`config.mk`:
```
export PLATFORM = sky130hd
export DESIGN_NAME = matrix_scanner
export DESIGN_NICKNAME = d
export VERILOG_FILES = /design/src/rtl/matrix_pkg.sv /design/src/rtl/row_decoder.sv /design/src/rtl/matrix_scanner.sv
export SDC_FILE = /design/constraint.sdc
export NUM_CORES = 1
export LEC_CHECK = 0
export ABC_AREA = 1
export CORE_UTILIZATION = 59
export DETAILED_ROUTE_END_ITERATION = 8
export PLACE_DENSITY = 0.8
export SLEW_MARGIN = 20
export SYNTH_ARGS = -nofsm -noshare
export SYNTH_HDL_FRONTEND = slang
export SYNTH_HIERARCHICAL = 1
export SYNTH_SLANG_ARGS = --single-unit
```
`constraint.sdc`:
```
create_clock -name clk -period 3.8 [get_ports clk]
set_input_delay 0.95 -clock clk [delete_from_list [all_inputs] [get_ports clk]]
set_output_delay 0.95 -clock clk [all_outputs]
set_load 0.03 [all_outputs]
```
`src/rtl/matrix_pkg.sv`:
```
// Shared constants and types for the LED dot-matrix column scanner.
// Row codes: 0 = no dot, 1..NROW = row index plus one.
package matrix_pkg;

  localparam int NROW     = 7;
  localparam int CODE_W   = 3;
  localparam int COL_W    = 3;
  localparam int NCOL_DEF = 5;
  localparam int DWELL_W  = 16;

  typedef enum logic [0:0] {
    SCAN  = 1'b0,
    BLANK = 1'b1
  } scan_state_e;

  typedef struct packed {
    logic [CODE_W-1:0] f1;
    logic [CODE_W-1:0] f2;
  } entry_t;

endpackage

```
`src/rtl/row_decoder.sv`:
```
// Turns two dot codes into active-low row drive lines.
// A row is pulled low when either code selects it.
module row_decoder
  import matrix_pkg::*;
(
  input  logic [CODE_W-1:0] f1,
  input  logic [CODE_W-1:0] f2,
  output logic [NROW-1:0]   l
);

  always_comb begin
    l = '1;
    for (int r = 0; r < NROW; r++) begin
      if (f1 == CODE_W'(r + 1) || f2 == CODE_W'(r + 1)) begin
        l[r] = 1'b0;
      end
    end
  end

endmodule

```
`src/rtl/matrix_scanner.sv`:
```
// Multiplexed dot-matrix scanner with shadow/active double buffer.
// Define MATRIX_SCANNER_BLANKING_EN for one dark cycle between columns.
module matrix_scanner
  import matrix_pkg::*;
#(
  parameter int NCOL  = NCOL_DEF,
  parameter int DWELL = 1000
) (
  input  logic              clk,
  input  logic              rst,
  input  logic              en,
  input  logic              wr_valid,
  output logic              wr_ready,
  input  logic [COL_W-1:0]  wr_col,
  input  logic [CODE_W-1:0] wr_f1,
  input  logic [CODE_W-1:0] wr_f2,
  input  logic              commit,
  output logic [NROW-1:0]   L,
  output logic [NCOL-1:0]   C,
  output logic              frame_done
);

  entry_t             active [NCOL];
  entry_t             shadow [NCOL];
  logic [COL_W-1:0]   col;
  logic [COL_W-1:0]   col_nxt;
  logic [DWELL_W-1:0] cnt;
  scan_state_e        state;
  logic               pending;
  logic               last_cnt;
  logic               last_col;
  logic               in_scan;
  logic               boundary;
  logic               wr_hit;
  logic [NROW-1:0]    row_l;

  assign last_cnt = cnt == DWELL_W'(DWELL - 1);
  assign last_col = col == COL_W'(NCOL - 1);
  assign col_nxt  = last_col ? '0 : col + COL_W'(1);
  assign in_scan  = state == SCAN;
  assign boundary = en && in_scan && last_cnt && last_col;
  assign wr_ready = !rst && !pending;
  assign wr_hit   = wr_valid && wr_ready &&
                    (32'(wr_col) < NCOL);

  row_decoder u_dec (
    .f1 (active[col].f1),
    .f2 (active[col].f2),
    .l  (row_l)
  );

  always_ff @(posedge clk) begin
    if (rst) begin
      for (int i = 0; i < NCOL; i++) begin
        active[i] <= '0;
        shadow[i] <= '0;
      end
      col        <= '0;
      cnt        <= '0;
      state      <= SCAN;
      pending    <= 1'b0;
      C          <= '0;
      L          <= '1;
      frame_done <= 1'b0;
    end else begin
      frame_done <= 1'b0;
      if (wr_hit) begin
        shadow[wr_col] <= {wr_f1, wr_f2};
      end
      // pending is sampled before this cycle's commit lands
      if (boundary && pending) begin
        for (int i = 0; i < NCOL; i++) begin
          active[i] <= shadow[i];
        end
        frame_done <= 1'b1;
      end
      if (commit) begin
        pending <= 1'b1;
      end else if (boundary) begin
        pending <= 1'b0;
      end
      if (en && in_scan) begin
        C <= NCOL'(1) << col;
        L <= row_l;
      end else begin
        C <= '0;
        L <= '1;
      end
      if (en) begin
        unique case (state)
          SCAN: begin
            if (last_cnt) begin
              cnt <= '0;
`ifdef MATRIX_SCANNER_BLANKING_EN
              state <= BLANK;
`else
              col <= col_nxt;
`endif
            end else begin
              cnt <= cnt + DWELL_W'(1);
            end
          end
          BLANK: begin
            state <= SCAN;
            col   <= col_nxt;
          end
          default: state <= SCAN;
        endcase
      end
    end
  end

endmodule

```
==> results.md, run 1 <==
- The total routing resource utilization after global routing is about 22%.
- The HPWL after detailed placement is 5700 um.
- The net count of the finished layout is 520.
- STA classifies the critical path startpoint as a primary input.
- The number of placement rows is 30.
- 28 I/O pins were placed.
- The region available for standard cell placement spans 0.00691 mm2.
- The number of failing hold endpoints at the final stage is 0.
- The worst hold path belongs to the class reg2reg.
- Of the cells placed in the final design, the portion with a size suffix greater than 1 is ~15%.
- The length of the first detailed-routing pass in iterations is 4.
- Once detail routing completed, the nets flagged for antenna violations numbered 0.
- The quantity of hold-fixing buffers added after cts is 0.
- The number of buffers created by CTS is 9.
- The cell count after placement is between 500 and 600.
- The post-route DRC violation count is 0.
- The net count after synthesis is 489.
- Entering global routing, the biggest net connects 31 pins.
- The multi-input logic area is 0.00140 mm2.
- The finished layout holds 604 standard cells, fillers aside.
- Yosys attributes the largest share of cell area to edfxtp_1 42%, dfxtp_1 17%, nor2_1 9.0%.
- The largest stage delay on the critical path is about 730 ps.
- The gate count after technology mapping is 472.
- The leading cell type in the layout, fill and taps excluded is nor2_1.
- The filler cell count is between 500 and 600.
- The global placer's final weighted congestion is 0.942.
- After clock tree synthesis, the clock-pin slew on the worst setup and hold paths is 100 ps.
- The relative slew slack is 67.6%.
- The root buffer cell chosen for the clock tree is clkbuf_8.
- Setup violations remaining at the end of the flow were counted as 0.
- Across the run, the number of max-cap violations was 0.
- The number of buffers inserted by port buffering is 27.
- Of the synthesized area, sequential elements account for 58.6%.
- The initial standard-cell utilization of the core is 62.4%.
- Summed over all cells, the static leakage comes to 1.90 nW.
- Summing over every cut layer, the via total after detailed routing is 3051.
- The signal arrival time at the worst endpoint is 2380 ps.
- The final cycle utilization of the critical path is 87.5%.
- The die boundary width is just under 90 um.
- Compared with the post-synthesis result, the final layout area differs by 11.8%.
- Along the worst path, the maximum fanout reaches 3.
- The cell area after technology mapping is 0.00431 mm2.
- Setup repair after global routing left no endpoint under its margin.
- For the pin with the worst max-slew slack, the measured transition is ~480 ps.
- TritonCTS built the clock tree.
- The violation count after the first detailed-routing iteration is roughly 140.
- The number of warnings printed during yosys synthesis is 6.
- The via-per-instance ratio is 5.05.
- Adding up every negative setup slack in the final design gives 0 ps.
- The worst ir drop on vdd is 0.225 mV.
- The cell type of the slowest stage on the worst timing path is clkdlybuf4s50_1.
- Traced cell by cell, the critical path runs through clkdlybuf4s50_1, nor2_1, clkdlybuf4s50_1.
- The endpoint type of the worst setup path is an output port.
- In the final layout, flip-flops and latches occupy 0.00252 mm2.
- The number of global-route vias before repair is 2808.
- The clock arrives with 9.69 ps of skew.
- The number of different library cells used by synthesis comes to 28.
- The most prevalent standard cell on the critical path is clkdlybuf4s50_1.
- After global routing the overflow that remains totals 0.
- The total power per unit cell area is 395 mW/mm2.
- The mean routed wirelength per cell is 12.6 um.
- The critical path class is in2out.
- The cell type with the highest aggregate area in the netlist is edfxtp_1.
- The critical path data required time is between 2000 and 3000 ps.
- The flow ran to the end, and the final reports show no timing, DRC or antenna violations.
- Once the clock tree was built, the resizer swapped 0 gates to a different size.
- The routed design could run at a clock period as short as 3330 ps.
- The initial antenna violation count was 0.
- The count of pins over their slew limit is 0.
- The area fraction of the dominant cell type after synthesis is 41.8%.
- The post-CTS setup repair buffer count is 0.
- The post-synthesis area per instance is 9.13 um2.
- The floorplan step defined a die boundary enclosing 0.00765 mm2.
- The H-tree generated during clock tree synthesis spans 3 levels.
- 0 antenna diodes ended up in the layout.
- For the worst-skew pair, the clock arrives at the later sink with an insertion delay of 350 ps.
- The CTS sink count is 96.
- Static timing analysis puts the maximum clock frequency at roughly 300 MHz.
- The vertical die dimension is 87.5 um.
- In the layout the commonest cells are 103 x nor2_1, 70 x inv_1, 60 x edfxtp_1.
- Counting flops and latches in the post-synthesis netlist gives 96.
- Counting along the longest clock path gives a buffer depth of 2.
- The total wire length after detailed routing is around 7600 um.
- The first global-routing pass estimated between 10000 and 15000 um of wire.
## worst max-delay path: cells and delay by family
family        cells  cell delay (ps)
buf+inv           2             1150
simple gates      1              270
## per-layer routing
layer	routed length [um]	global-route usage, %
met2	3610	36.2
met5	0	0
met4	191	9.54
met3	284	4.45
met1	3550	28.4
## through the flow
stage	total power (W)	instance area, um2	hold WS, ps	utilization [%]	worst slack, ps
2_1_floorplan	0.00124	4310	441	-	400
3_3_place_gp	0.00128	4620	476	66.9	506
3_5_place_dp	0.00128	4620	478	66.9	476
4_1_cts	0.00191	4810	495	69.7	474
5_1_grt	0.00197	4810	521	69.7	437
6_report	0.00190	4810	489	69.7	475
## flip-flops by register name (all words and copies together) (netlist names), named ones only
name,flops
active,30
shadow,30
cnt,16
L,7
C,5
col,3
frame_done,1
pending,1
## cell usage after synthesis, drive strengths merged
library cell	n
a211oi	1
a21oi	13
a31o	1
a31oi	6
and3	1
buf	5
clkbuf	4
dfxtp	36
edfxtp	60
ha	3
inv	78
nand2	60
nand3	28
nand4	3
nor2	138
nor3	8
o21ai	16
o21bai	2
or2	8
xnor2	1
## final cells by class
class                           count  area share [%]
Clock buffer                       10            3.09
Clock inverter                      6           0.962
Inverter                           78            6.13
Multi-Input combinational cell    289            29.0
Sequential cell                    96            52.4
Tap cell                           96            2.49
Timing Repair Buffer               29            5.93
## worst paths after layout
kind                    to  depth (start not counted)  slack [ps]    from
hold reg to reg       C[2]                          1         490  col[0]
setup / recovery  wr_ready                          3         470     rst
setup reg to reg      L[0]                          8        1650    flop
hold / removal        C[2]                          1         490  col[0]
## power by group
part	internal, W	total [W]	switching [W]
combinational	0.0000374	0.000110	0.0000725
sequential	0.00114	0.00115	0.0000109
clock	0.000286	0.000643	0.000357
## kinds of logic (layout without fill, tap and decap cells)
family	after synthesis	in the layout	share of synthesized area, %
XOR/XNOR	1	1	0.203
flip-flops	96	96	58.6
AND/OR/NAND/NOR	246	246	26.3
buffers and inverters	87	123	9.12
AO/OA/AOI/OAI	39	39	4.97
adder cells (fa/ha/maj)	3	3	0.871
(Power assumes the default switching activity.)
==> inputs of run 2 (changes only) <==
CTS_CLUSTER_SIZE = 8   (was default)
==> results of run 2 <==
No change in the layout: final DEF, timing and power equal those of run 1.
==> inputs of run 3 (changes only) <==
CORE_UTILIZATION = 53   (was 59)
PLACE_DENSITY = 0.75   (was 0.8)
clock period = 2.9 ns   (was 3.8 ns; I/O delays follow)
==> results.md, run 3 (synthesis gave the netlist of run 1 again) <==
- The most prevalent standard cell on the critical path is buf_4.
- Max-cap violations in this run came to 0.
- The initial antenna violation count came to 0.
- The wire length on met2 is 3330 um.
- The worst register-to-register path ends at L[6].
- The first element of the critical path is rst.
- The clock latency on the worst-skew pair is 350 ps.
- For this design, the sink count on the clock tree is 96.
- The total vias in the final route is 3010.
- The via-per-instance ratio is 4.88.
- The largest stage delay on the critical path is 440 ps.
- 0 antenna diodes ended up in the layout.
- STA puts the critical path data arrival time at 1700 ps.
- The tree is rooted in a clkbuf_8.
- The wire length the detailed router placed on met1 is about 3600 um.
- The length of the first detailed-routing pass in iterations is 5.
- The number of cells on the worst reg-to-reg path is 8.
- The clock transition time at the flip-flop clock pins of the worst setup and hold paths is 90 ps.
- The total power per unit cell area is between 400 and 500 mW/mm2.
- The type of the most critical hold path is reg2reg.
- The H-tree generated during clock tree synthesis spans 3 levels.
- The first global-routing pass estimated 12200 um of wire.
- The total met3 wirelength after detailed routing is 256 um.
- The number of buffers inserted by port buffering is 27.
- The endpoint type of the worst setup path is an output port.
- Setup slack on the worst reg-to-reg path comes out at ~850 ps.
- STA puts the critical path data required time at between 2000 and 2500 ps.
- The aggregate global routing overflow is 0.
- Entering global routing, the biggest net connects 31 pins.
- Summed over all cells, the static leakage comes to 1.92 nW.
- The final cycle utilization of the critical path is between 80% and 90%.
- The worst ir drop on vdd is between 0.2 and 0.25 mV.
- The number of failing hold endpoints at the final stage is 0.
- The actual transition at the worst max-transition pin is approximately 490 ps.
- The number of resized instances in the post-cts repair step is 0.
- The post-CTS setup repair buffer count is 0.
- The number of placement rows is 32.
- The final antenna-violating net count is 0.
- The peak fanout along the critical path is 2.
- The layout cell share with drive strength beyond 1 is 15.7%.
- The boundary pin count is 28.
- The critical path class is in2out.
- In the final routed layout, each cell accounts on average for 12.0 um.
- The clock period could shrink to 2430 ps.
- In this run the top signal layer used is met4.
- The global placer's final weighted congestion is 0.822.
- In this run the worst setup path terminates at wr_ready.
- Leaving out fill and tap cells, the most frequent cell in the layout is nor2_1.
- The number of global-route vias before repair is 2697.
- The HPWL after detailed placement is 5650 um.
- The floorplan step set the die width to slightly above 90 um.
- The number of nets in the final layout is 527.
- Setup violations remaining at the end of the flow were counted as 0.
- The clock tree from TritonCTS is built.
- The violation count after the first detailed-routing iteration is 231.
- In the global route stage, overall resource usage came out at 19.1%.
- The slowest stage of the critical path belongs to the cell clkdlybuf4s50_1.
- The overall die area is 0.00849 mm2.
- In the layout the commonest cells are 103 x nor2_1, 70 x inv_1, 60 x edfxtp_1.
- The largest registers in the layout are active: 30 flops, shadow: 30 flops, cnt: 16 flops.
- Setup repair after global routing left no endpoint under its margin.
- Traced cell by cell, the critical path runs through clkdlybuf4s50_1, nor2_1, buf_4, buf_4.
- Timing would allow up to 412 MHz.
- Counting along the longest clock path gives a buffer depth of 2.
- The number of buffers created by CTS is 9.
- The worst pin sits at a relative slew slack of 66.9%.
- The vertical die dimension is 92.2 um.
- The initial standard-cell utilization of the core is a little under three fifths.
- Summed over all layers, the routed wires come to 7380 um.
- The final sum of negative setup slack is 0 ps.
- The count of pins over their slew limit is 0.
- The total power is ~0.0024 W.
- Relative to the synthesized area, the layout overhead comes to 13.0%.
- The clock tree skew after final layout is 8.66 ps.
- For this design, the CTS-stage hold fixing added 0 buffers.
- The core area is 0.00781 mm2.
- The run finished with clean final reports.
- The post-route DRC violation count is 0.
- The startpoint kind of the worst setup timing path is a primary input.
[run 3: changes by cell type in the layout (fill, tap and decap cells not counted), sizes merged]
cell,previous run,this run
inv,82,78
buf,2,10
clkinv,2,4
clkinvlp,0,2
clkdlybuf4s50,27,26
[run 3: how the worst min path moves through the flow]
stage | startpoint | endpoint | slack, ps | cells past startpoint
after floorplan | col[1] | C[1] | 440 | 1
after global placement | col[1] | C[1] | 480 | 1
after CTS | pending | pending | 490 | 2
after detailed placement | pending | pending | 480 | 2
final | pending | pending | 490 | 2
after global routing | pending | pending | 500 | 2
[run 3: final cells by class]
class,instances,area (um2)
tap,102,128
multi-input combinational,289,1400
clock inverter,6,36.3
timing repair buffer,36,360
inverter,78,295
fill,656,2940
clock buffer,10,128
sequential,96,2520
[run 3: power breakdown]
group | total, W | switching, W | internal (W)
combinational | 0.000150 | 0.0000957 | 0.0000541
sequential | 0.00151 | 0.0000148 | 0.00149
clock | 0.000742 | 0.000436 | 0.000306
total | 0.00240 | 0.000547 | 0.00185
[run 3: worst max-delay path, delay by kind of cell]
kind / cells / cell delay, ps
buffers and inverters: 3 / 770
AND/OR/NAND/NOR: 1 / 210
[run 3: per-stage QoR]
stage | setup slack [ps] | hold WS (ps) | instances | utilization [%] | area [um2]
3_3_place_gp | 349 | 476 | 601 | 60.2 | 4700
5_1_grt | 436 | 505 | 617 | 62.3 | 4870
6_report | 471 | 488 | 617 | 62.3 | 4870
4_1_cts | 481 | 492 | 617 | 62.3 | 4870
2_1_floorplan | 322 | 441 | 472 | - | 4310
3_5_place_dp | 314 | 479 | 601 | 60.2 | 4700
[run 3: metal layers]
| layer | global-route usage, % | up-vias |
|---|---|---|
| met5 | 0 | - |
| met1 | 25.4 | 1370 |
| met4 | 11.3 | 0 |
| met2 | 28.5 | 61 |
| li1 | - | 1567 |
| met3 | 4.31 | 12 |
